<file path="src/rtl/flux_burst_scheduler.sv">
// Round-robin burst scheduler: grants one source flux at a time and forwards
// BURST tokens from it into a shared sink, tagging each token with its flux id.
module flux_burst_scheduler #(
    parameter int unsigned FLUX       = 2,
    parameter int unsigned DATA_WIDTH = 7,
    parameter int unsigned BURST      = 8,
    parameter int unsigned TAG_WIDTH  = $clog2(FLUX)
) (
    input  logic                          clk,
    input  logic                          rst,
    input  logic                          sched_en,
    input  logic [FLUX-1:0]               in_empty,
    input  logic [FLUX*DATA_WIDTH-1:0]    in_dout,
    output logic [FLUX-1:0]               in_read,
    input  logic                          out_full,
    output logic                          out_write,
    output logic [TAG_WIDTH+DATA_WIDTH-1:0] out_din,
    output logic                          busy,
    output logic [TAG_WIDTH-1:0]          grant_tag
);

    localparam int unsigned CntWidth = $clog2(BURST + 1);

    typedef enum logic [0:0] {StIdle, StGrant} state_e;

    state_e                state_q, state_d;
    logic [CntWidth-1:0]   cnt_q, cnt_d;
    logic [TAG_WIDTH-1:0]  grant_q, grant_d;
    logic [TAG_WIDTH-1:0]  rr_q, rr_d;

    logic                  sel_found;
    logic [TAG_WIDTH-1:0]  sel_tag;
    logic [TAG_WIDTH-1:0]  idx;
    logic                  fire;
    logic                  last_tok;

    // Pick the first non-empty flux starting at rr_q, wrapping modulo FLUX.
    always_comb begin
        sel_found = 1'b0;
        sel_tag   = '0;
        idx       = '0;
        for (int unsigned k = 0; k < FLUX; k++) begin
            idx = TAG_WIDTH'((32'(rr_q) + k) % FLUX);
            if (!sel_found && !in_empty[idx]) begin
                sel_found = 1'b1;
                sel_tag   = idx;
            end
        end
    end

    // Transfer datapath: a token moves only when the granted source has data
    // and the sink has room; reset blocks any transfer in the same cycle.
    always_comb begin
        fire      = !rst && (state_q == StGrant) && !in_empty[grant_q] && !out_full;
        last_tok  = (32'(cnt_q) == BURST - 1);
        in_read   = '0;
        out_write = 1'b0;
        out_din   = '0;
        if (fire) begin
            in_read   = FLUX'(1) << grant_q;
            out_write = 1'b1;
            out_din   = {grant_q, in_dout[grant_q*DATA_WIDTH +: DATA_WIDTH]};
        end
    end

    // Next-state logic: bubble in IDLE, count tokens in GRANT, stall holds all.
    always_comb begin
        state_d = state_q;
        cnt_d   = cnt_q;
        grant_d = grant_q;
        rr_d    = rr_q;
        unique case (state_q)
            StIdle: begin
                if (sched_en && sel_found) begin
                    state_d = StGrant;
                    grant_d = sel_tag;
                    cnt_d   = '0;
                end
            end
            StGrant: begin
                if (fire) begin
                    if (last_tok) begin
                        state_d = StIdle;
                        cnt_d   = '0;
                        rr_d    = (32'(grant_q) == FLUX - 1) ? '0 : grant_q + 1'b1;
                    end else begin
                        cnt_d = cnt_q + 1'b1;
                    end
                end
            end
            default: state_d = StIdle;
        endcase
    end

    // State registers with synchronous reset.
    always_ff @(posedge clk) begin
        if (rst) begin
            state_q <= StIdle;
            cnt_q   <= '0;
            grant_q <= '0;
            rr_q    <= '0;
        end else begin
            state_q <= state_d;
            cnt_q   <= cnt_d;
            grant_q <= grant_d;
            rr_q    <= rr_d;
        end
    end

    assign busy      = (state_q == StGrant);
    assign grant_tag = grant_q;

endmodule

</file>
<file path="config.mk">
export PLATFORM = sky130hd
export DESIGN_NAME = flux_burst_scheduler
export DESIGN_NICKNAME = d
export VERILOG_FILES = /design/src/rtl/flux_burst_scheduler.sv
export SDC_FILE = /design/constraint.sdc
export NUM_CORES = 1
export LEC_CHECK = 0
export CELL_PAD_IN_SITES_DETAIL_PLACEMENT = 1
export CELL_PAD_IN_SITES_GLOBAL_PLACEMENT = 2
export CORE_UTILIZATION = 19
export CTS_BUF_LIST = sky130_fd_sc_hd__clkbuf_2 sky130_fd_sc_hd__clkbuf_4 sky130_fd_sc_hd__clkbuf_8
export DETAILED_ROUTE_END_ITERATION = 12
export HOLD_SLACK_MARGIN = 0.1
export PLACE_DENSITY_LB_ADDON = 0.1
export SETUP_SLACK_MARGIN = 0.2
export SYNTH_ARGS = -nofsm -noshare
export SYNTH_HDL_FRONTEND = slang
export SYNTH_SLANG_ARGS = --single-unit
</file>
<file path="constraint.sdc">
create_clock -name clk -period 1.85 [get_ports clk]
set_input_delay 0.2775 -clock clk [delete_from_list [all_inputs] [get_ports clk]]
set_output_delay 0.2775 -clock clk [all_outputs]
set_load 0.02 [all_outputs]
</file>
# Yosys cells after proc, flatten, opt, wreduce, memory -nomap -nowiden
# Cells that the tools add are included.
[classes]
addsub = 3
multipliers = 1
div_mod_pow = 0
n_lt_le_gt_ge = 3
n_eq_ne = 3
n_shift = 2
n_mux = 22
n_bitwise = 1
n_reduce_logical = 12
[op_table]
columns = ["cell", "n"]
rows = [
  ["2-to-1 mux 1 bit", 15],
  ["indexed part select 14 x 5 -> 7 bit", 1],
  ["2-to-1 mux 4 bit", 3],
  ["2-to-1 mux 8 bit", 1],
  ["case mux 4 bit (2 select lines)", 1],
  ["< comparator 1 x 2 -> 1 bit, second input constant", 3],
  ["logical AND 1 bit", 5],
  ["adder 4 x 1 -> 4 bit, second input constant", 1],
  ["equality test 4 x 3 -> 1 bit, second input constant", 1],
  ["zero test 1 bit", 4],
  ["multiplier 1 x 3 -> 4 bit, second input constant", 1],
  ["AND reduction 2 bit", 2],
  ["AND reduction 3 bit", 1],
  ["adder 1 bit, second input constant", 2],
  ["2-to-1 mux 2 bit", 1],
  ["!= test 2 x 1 -> 1 bit, second input constant", 1],
  ["!= test 2 bit, second input constant", 1],
  ["case mux 1 bit (2 select lines)", 1],
  ["<< shifter 1 x 1 -> 2 bit, first input constant", 1],
  ["inverter 1 bit", 1],
]
[totals]
regBits = 7
latchBits = 0
ram_bits = 0
mem_bits_ro = 0
inputBits = 20
output_inout_bits = 13
word_cells = 51
memories = 0

# Depth between registers and ports, before layout
# Gate-level depths: netlist (run 1).
[logic_depth]
word_depth = 9
ltp_mapped = 5

# Worst setup path after synthesis (run 1)
# OpenSTA, ideal clock, no wires.
[synth_timing]
path_kind = "reg2out"
startpoint = "register state_q (netlist: busy)"
endpoint = "output out_din[0]"
arrival_ns = 1.847
required_time_ns = 1.572
setup_slack_ns = -0.274
stages_incl_launch_ff = 5
cell_sequence = "dfxtp_1 -> or3b_1 -> buf_6 -> nor3_2 -> a22o_1"
[synth_via]
elab_chain_len = 4
[synth_rtl]
columns = ["item", "line", "rtl"]
rows = [
  ["start, declared", "26", "state_e state_q, state_d;"],
  ["start signal, assigned", "98", "state_q <= StIdle;"],
  ["start signal, assigned", "103", "state_q <= state_d;"],
  ["logical AND 1 bit (3 in a row)", "54", "fire = !rst && (state_q == StGrant) && !in_empty[grant_q] && !out_full;"],
  ["2-to-1 mux 8 bit", "59", "if (fire) begin"],
  ["end, declared", "17", "output logic [TAG_WIDTH+DATA_WIDTH-1:0] out_din,"],
]
# No other way between the ends.

# Worst setup path after layout (run 1)
[layout_timing]
startpoint = "register state_q (netlist: busy)"
endpoint = "output out_din[3]"
# Same word-level chain as after synthesis.

==> results of run 1 <==
==> cells in the mapped netlist (2+ instances only) <==
library cell | count | share of area [%]
sky130_fd_sc_hd__a21oi_1 | 2 | 2.0
sky130_fd_sc_hd__a22o_1 | 7 | 12
sky130_fd_sc_hd__buf_6 | 2 | 4.4
sky130_fd_sc_hd__dfxtp_1 | 7 | 28
sky130_fd_sc_hd__inv_1 | 3 | 2.2
sky130_fd_sc_hd__nand2b_1 | 2 | 2.5
sky130_fd_sc_hd__nand3b_1 | 2 | 3.0
sky130_fd_sc_hd__nand4_1 | 3 | 3.7
sky130_fd_sc_hd__nor2_1 | 3 | 2.2
sky130_fd_sc_hd__o221ai_1 | 2 | 3.5
==> metrics by stage <==
step                      instance area [um2]  std cells  hold slack [ns]
after CTS                                1120        133            0.508
after global placement                   1010        124            0.500
after global routing                     1160        133            0.546
after floorplan                           586         55            0.452
after detailed placement                 1010        124            0.500
final                                    1160        133            0.513
==> per-layer routing <==
layer | vias to the layer above | track usage, % | routed length, um
met3 | 2 | 5.08 | 79
li1 | 322 | - | -
met4 | 0 | 2.63 | 6
met5 | - | 0 | 0
met1 | 314 | 21.4 | 944
met2 | 12 | 27.3 | 1050
==> flip-flops by register name (all words and copies together) (netlist names) <==
signal / cells
busy: 1
cnt_q: 4
grant_tag: 1
rr_q: 1
==> power by group <==
group	internal (mW)	total (mW)	switching [mW]	leakage (nW)
sequential	0.156	0.159	0.00385	0.0574
clock	0.0795	0.146	0.0668	0.0177
combinational	0.0823	0.147	0.0645	0.414
==> cell type report <==
class | count | share of cell area [%]
Multi-Input combinational cell | 42 | 37.2
Clock inverter | 1 | 0.431
Sequential cell | 7 | 12.4
Inverter | 3 | 0.969
Timing Repair Buffer | 47 | 43.8
Clock buffer | 3 | 1.94
Tap cell | 30 | 3.23
==> critical path, cell delays in order, from the launching register on <==
cell                      delay [ns]
sky130_fd_sc_hd__dfxtp_4        0.34
sky130_fd_sc_hd__or3b_4         0.41
sky130_fd_sc_hd__nor3b_4        0.23
sky130_fd_sc_hd__buf_4          0.16
sky130_fd_sc_hd__buf_12         0.11
sky130_fd_sc_hd__a22o_4         0.11
sky130_fd_sc_hd__buf_6          0.11
==> cell families after synthesis <==
logic type,synth area share (%)
AO/OA/AOI/OAI,29.1
adder cells (fa/ha/maj),2.47
buffers and inverters,8.15
flip-flops,27.7
multiplexers,4.20
AND/OR/NAND/NOR,28.4
==> what timing repair did <==
item,in CTS,in global routing
cloned,1,0
setup endpoints to repair,15,15
pin swaps,4,4
buffers inserted,4,0
resized for setup,76,8
==> final timing paths <==
kind,startpoint,endpoint,slack (ns),cells past startpoint
hold reg to reg,cnt_q[0]$_SDFFE_PP0P_,cnt_q[0]$_SDFFE_PP0P_,0.51,2
setup reg to reg,busy$_SDFF_PP0_,cnt_q[3]$_SDFFE_PP0P_,0.05,6
setup / recovery,busy$_SDFF_PP0_,out_din[3],-0.16,6
hold / removal,cnt_q[0]$_SDFFE_PP0P_,cnt_q[0]$_SDFFE_PP0P_,0.51,2
==> insert_results.sql, run 1 <==
INSERT INTO impl_metrics (metric_group, metric, value, unit) VALUES
('pwr', 'p_leak', '0.489', 'nW'),
('pwr', 'worst_ir_drop_vdd', '0.000352', 'V'),
('critical_path', 'arrival_time_worst_endpoint', '1.73', 'ns'),
('global_routing', 'pin_count_of_the_biggest_net_entering_global_routing', '10', ''),
('die', 'floorplan.initialDensity', '20.3', '%'),
('clock_tree', 'tritoncts_clock_tree', 'done', ''),
('critical_path', 'critPathCaptureType', 'output port', ''),
('worst_hold_path', 'holdCritPathClass', 'register to register', ''),
('pwr', 'totalPowerFinal', '0.453', 'mW'),
('clock_tree', 'clk-insertion-delay-late', '0.26', 'ns'),
('yosys', 'yosysSeqAreaShare', '27.7', '%'),
('layout', 'fillCellCount', '276', ''),
('pwr', 'pwr_density_cell', '389', 'nW/um2'),
('die', 'die-height', '53.6', 'um'),
('die', 'dieWidth', '53.6', 'um'),
('global_routing', 'initial_antenna_violation_count', '0', ''),
('detailed_routing', 'wl_per_cell', '15.7', 'um'),
('layout', 'mostFrequentLayoutCells', 'sky130_fd_sc_hd__clkdlybuf4s50_1, sky130_fd_sc_hd__buf_6, sky130_fd_sc_hd__buf_4', ''),
('critical_path', 'crit_path_max_fanout', '5', ''),
('layout', 'leading_cell_type_in_the_layout_fill_and_taps_excluded', 'sky130_fd_sc_hd__clkdlybuf4s50_1', ''),
('clock_tree', 'cts_buffer_depth', '2', ''),
('global_routing', 'grt_pass1_wl', '3320', 'um'),
('detailed_routing', 'wl', '2080', 'um'),
('run', 'max-cap-violations', '0', ''),
('clock_tree', 'sinks_on_the_clock_net', '7', ''),
('clock_tree', 'cts.hold.buffers_added', '0', ''),
('detailed_routing', 'detail_route.iter0.violations', '1', ''),
('layout', 'seq_area', '144', 'um2'),
('placed_design', 'post_dp_hpwl', '1590', 'um'),
('detailed_routing', 'detail-route-antenna-nets', '0', ''),
('yosys', 'ys.flop_type', 'sky130_fd_sc_hd__dfxtp_1', ''),
('timing', 'worst_slew_pin_slew', '0.287', 'ns'),
('yosys', 'syn_inst', '55', ''),
('global_routing', 'sum_of_overflow_across_all_layers_after_global_routing', '0', ''),
('yosys', 'synthArstFlopShare', '0', '%'),
('detailed_routing', 'route.vias.total', '650', ''),
('yosys', 'avgSynthCellArea', '9.21', 'um2'),
('layout', 'n_antenna_cell', '0', ''),
('critical_path', 'critical_path_required', '1.57', 'ns'),
('critical_path', 'setup.worst_path.start_class', 'register', ''),
('status', 'failing_checks', 'negative setup slack', ''),
('timing', 'setup_viol', '10', ''),
('global_routing', 'first_global_vias', '687', ''),
('global_routing', 'grt_use_total', '16.5', '%'),
('detailed_routing', 'post_drt_via_cell_ratio', '4.89', ''),
('yosys', 'synth.yosys.warnings', '0', ''),
('detailed_routing', 'firstDrtPassIters', '2', ''),
('critical_path', 'critPathKind', 'register to output port', ''),
('placed_design', 'post-place-ws', '-0.761', 'ns'),
('timing', 'setup_total_neg_slack', '-1.08', 'ns'),
('clock_tree', 'numCtsBuffers', '3', ''),
('clock_tree', 'clock-root-buffer', 'sky130_fd_sc_hd__clkbuf_4', ''),
('timing', 'min_period', '2.01', 'ns'),
('timing', 'slew-limit-headroom', '80.9', '%'),
('status', 'run_status', 'complete, but fails checks', ''),
('die', 'floorplan.io_pins', '33', ''),
('placed_design', 'gp_congestion', '0.742', ''),
('timing', 'slew_viol_final', '0', ''),
('die', 'fp.dieArea', '2880', 'um2'),
('placed_design', 'io_buffers', '32', ''),
('layout', 'syn2layout_area_growth', '129', '%'),
('clock_tree', 'cts.clk_slew.worst_paths', '0.06', 'ns'),
('yosys', 'synth.cell_area', '507', 'um2'),
('timing', 'final_hold_violation_count', '0', ''),
('timing', 'max_freq', '499', 'MHz'),
('timing', 'grt_setup_unrepaired', 'yes', ''),
('timing', 'final.setup.worst_slack', '-0.155', 'ns'),
('die', 'rows', '18', ''),
('yosys', 'postSynthRegisterBits', '7', ''),
('layout', 'layout-drive-gt1-share', '46.6', '%'),
('yosys', 'synthesis.nets', '76', ''),
('die', 'core_area', '2500', 'um2'),
('layout', 'final_core_util', '46.5', '%'),
('timing', 'fin_crit_sh', '108', '%'),
('detailed_routing', 'detail_route.drc_violations', '0', ''),
('layout', 'footprint_of_the_multi_input_gates', '433', 'um2'),
('yosys', 'synth-edff-count', '0', ''),
('layout', 'finalNetCount', '125', ''),
('clock_tree', 'ctsHtreeMaxLevel', '1', ''),
('yosys', 'post_synth_num_cell_types', '32', ''),
('timing', 'finClkSkew', '0.00521', 'ns');
No activity file was read; power rests on OpenSTA's default activity.
==> run 2, diff against run 1 <==
--- a/config.mk
+++ b/config.mk
@@ -11,8 +11,10 @@
 export CTS_BUF_LIST = sky130_fd_sc_hd__clkbuf_2 sky130_fd_sc_hd__clkbuf_4 sky130_fd_sc_hd__clkbuf_8
 export DETAILED_ROUTE_END_ITERATION = 12
 export HOLD_SLACK_MARGIN = 0.1
+export MAX_ROUTING_LAYER = met4
 export PLACE_DENSITY_LB_ADDON = 0.1
 export SETUP_SLACK_MARGIN = 0.2
+export SKIP_CTS_REPAIR_TIMING = 1
 export SYNTH_ARGS = -nofsm -noshare
 export SYNTH_HDL_FRONTEND = slang
 export SYNTH_SLANG_ARGS = --single-unit
==> insert_results.sql, run 2 (synthesis gave the netlist of run 1 again) <==
INSERT INTO impl_metrics (metric_group, metric, value, unit) VALUES
('status', 'run_status', 'complete, but fails checks', ''),
('status', 'failing_checks', 'negative setup slack', ''),
('pwr', 'power.share.switching', '29.8', '%'),
('timing', 'slew-limit-headroom', '74.7', '%'),
('placed_design', 'post_dp_hpwl', '1590', 'um'),
('detailed_routing', 'detail-route-antenna-nets', '0', ''),
('worst_hold_path', 'holdCritPathClass', 'primary input to register', ''),
('layout', 'syn2layout_area_growth', '120', '%'),
('critical_path', 'critical_path_required', '1.57', 'ns'),
('clock_tree', 'sinks_on_the_clock_net', '7', ''),
('critical_path', 'crit_path_max_fanout', '4', ''),
('clock_tree', 'tritoncts_clock_tree', 'done', ''),
('pwr', 'pwr_density_cell', '404', 'nW/um2'),
('timing', 'worst_slew_pin_slew', '0.379', 'ns'),
('pwr', 'pwr-share-seq', '35.5', '%'),
('placed_design', 'post-place-ws', '-0.761', 'ns'),
('pwr', 'total_switching_power', '0.134', 'mW'),
('pwr', 'share_comb_of_total_power', '31.8', '%'),
('pwr', 'p_leak', '0.501', 'nW'),
('critical_path', 'arrival_time_worst_endpoint', '1.73', 'ns'),
('global_routing', 'grt_use_total', '15.7', '%'),
('timing', 'setup_viol', '9', ''),
('global_routing', 'sum_of_overflow_across_all_layers_after_global_routing', '0', ''),
('die', 'floorplan.io_pins', '33', ''),
('critical_path', 'worst_stage_delay_on_the_critical_path', '0.42', 'ns'),
('timing', 'finClkSkew', '0.00574', 'ns'),
('detailed_routing', 'wl', '2120', 'um'),
('clock_tree', 'cts.clk_slew.worst_paths', '0.06', 'ns'),
('pwr', 'worst_ir_drop_vdd', '0.000359', 'V'),
('critical_path', 'rr_endpoint', 'cnt_q[3]$_SDFFE_PP0P_', ''),
('layout', 'finalNetCount', '122', ''),
('pwr', 'power_frac_clock', '32.7', '%'),
('detailed_routing', 'route.vias.total', '629', ''),
('layout', 'layoutNonFillerInstCount', '130', ''),
('global_routing', 'pin_count_of_the_biggest_net_entering_global_routing', '10', ''),
('placed_design', 'placedCellCount', '124', ''),
('timing', 'min_period', '2.01', 'ns'),
('clock_tree', 'ctsHtreeMaxLevel', '1', ''),
('critical_path', 'rrSetupSlack', '0.12', 'ns'),
('timing', 'slew_viol_final', '0', ''),
('clock_tree', 'clk-insertion-delay-late', '0.26', 'ns'),
('timing', 'final_hold_violation_count', '0', ''),
('layout', 'mostFrequentLayoutCells', 'sky130_fd_sc_hd__clkdlybuf4s50_1, sky130_fd_sc_hd__buf_4, sky130_fd_sc_hd__buf_6', ''),
('layout', 'registers.top_by_ff_count', 'cnt_q', ''),
('placed_design', 'dpl_cell_area', '1010', 'um2'),
('die', 'dieWidth', '53.6', 'um'),
('global_routing', 'grt_pass1_wl', '3070', 'um'),
('detailed_routing', 'detail_route.drc_violations', '0', ''),
('critical_path', 'critPathKind', 'register to output port', ''),
('layout', 'largest_reg_flops', '4', ''),
('placed_design', 'gp_congestion', '0.752', ''),
('die', 'floorplan.initialDensity', '20.3', '%'),
('layout', 'final_core_util', '44.5', '%'),
('critical_path', 'critical_path.endpoint', 'out_din[1]', ''),
('timing', 'setup_total_neg_slack', '-1.15', 'ns'),
('timing', 'final.setup.worst_slack', '-0.157', 'ns'),
('detailed_routing', 'wl_per_cell', '16.3', 'um'),
('critical_path', 'cpMaxStageDelayCell', 'sky130_fd_sc_hd__or3b_4', ''),
('timing', 'fin_hold_ws', '0.432', 'ns'),
('pwr', 'totalPowerFinal', '0.449', 'mW'),
('critical_path', 'reg2reg_depth', '5', ''),
('detailed_routing', 'post_drt_via_cell_ratio', '4.84', ''),
('critical_path', 'reg2reg_from', 'busy$_SDFF_PP0_', ''),
('timing', 'max_freq', '498', 'MHz'),
('critical_path', 'critPathCaptureType', 'output port', ''),
('clock_tree', 'cts_buffer_depth', '2', ''),
('layout', 'n_antenna_cell', '0', ''),
('layout', 'fillCellCount', '284', ''),
('pwr', 'cell_internal_pwr', '0.315', 'mW'),
('placed_design', 'io_buffers', '32', ''),
('layout', 'layout-drive-gt1-share', '42.0', '%'),
('die', 'die-height', '53.6', 'um'),
('critical_path', 'crit_path_start', 'busy$_SDFF_PP0_', ''),
('detailed_routing', 'firstDrtPassIters', '3', ''),
('die', 'core_area', '2500', 'um2'),
('timing', 'grt_setup_unrepaired', 'yes', ''),
('layout', 'design_area', '1110', 'um2'),
('critical_path', 'cp_cell_sequence', 'or3b_4 -> nor3b_4 -> clkbuf_16 -> a22o_4 -> buf_6', ''),
('die', 'rows', '18', ''),
('timing', 'fin_crit_sh', '108', '%'),
('global_routing', 'first_global_vias', '645', ''),
('clock_tree', 'clock-root-buffer', 'sky130_fd_sc_hd__clkbuf_4', ''),
('critical_path', 'setup.worst_path.start_class', 'register', ''),
('die', 'fp.dieArea', '2880', 'um2'),
('clock_tree', 'numCtsBuffers', '3', ''),
('run', 'max-cap-violations', '0', ''),
('global_routing', 'initial_antenna_violation_count', '0', ''),
('layout', 'leading_cell_type_in_the_layout_fill_and_taps_excluded', 'sky130_fd_sc_hd__clkdlybuf4s50_1', ''),
('detailed_routing', 'detail_route.iter0.violations', '8', '');
[run 2: cell type report]
class	count	area, um2	area share [%]
clock buffer	3	22.5	2.02
clock inverter	1	5.00	0.450
inverter	3	11.3	1.01
multi-input combinational	42	422	37.9
sequential	7	144	12.9
tap	30	37.5	3.37
timing repair buffer	44	470	42.3
[run 2: critical path: cells and delay by family (launching register included)]
| kind | cells | cell delay, ns |
|---|---|---|
| buffers and inverters | 2 | 0.30 |
| flip-flops | 1 | 0.34 |
| AO/OA/AOI/OAI | 1 | 0.10 |
| AND/OR/NAND/NOR | 2 | 0.72 |
[run 2: power groups by stage]
stage,Combinational [mW],Sequential (mW),Clock [mW]
4_1_cts,0.138,0.159,0.152
5_1_grt,0.151,0.160,0.159
2_1_floorplan,0.0434,0.169,0
3_3_place_gp,0.136,0.163,0
3_5_place_dp,0.136,0.163,0
6_report,0.143,0.160,0.147
[run 2: how the worst min path moves through the flow]
stage | startpoint | to | slack (ns) | depth (start not counted)
floorplan | in_empty[1] | grant_tag$_SDFFE_PP0P_ | 0.45 | 2
global placement | cnt_q[0]$_SDFFE_PP0P_ | cnt_q[0]$_SDFFE_PP0P_ | 0.50 | 2
detailed placement | cnt_q[0]$_SDFFE_PP0P_ | cnt_q[0]$_SDFFE_PP0P_ | 0.50 | 2
CTS | cnt_q[0]$_SDFFE_PP0P_ | cnt_q[0]$_SDFFE_PP0P_ | 0.51 | 2
global route | rst | cnt_q[1]$_SDFFE_PP0P_ | 0.46 | 3
finish | rst | cnt_q[1]$_SDFFE_PP0P_ | 0.43 | 3
[run 2: per-layer routing]
| metal | wire, um | up-vias | GRT usage, % | part of all wire [%] |
|---|---|---|---|---|
| met2 | 1080 | 13 | 24.8 | 51 |
| met1 | 952 | 301 | 19.7 | 45 |
| met3 | 89 | 0 | 5.08 | 4.2 |
| met4 | 0 | 0 | 2.63 | 0 |
| li1 | - | 315 | - | - |
| met5 | 0 | - | - | 0 |
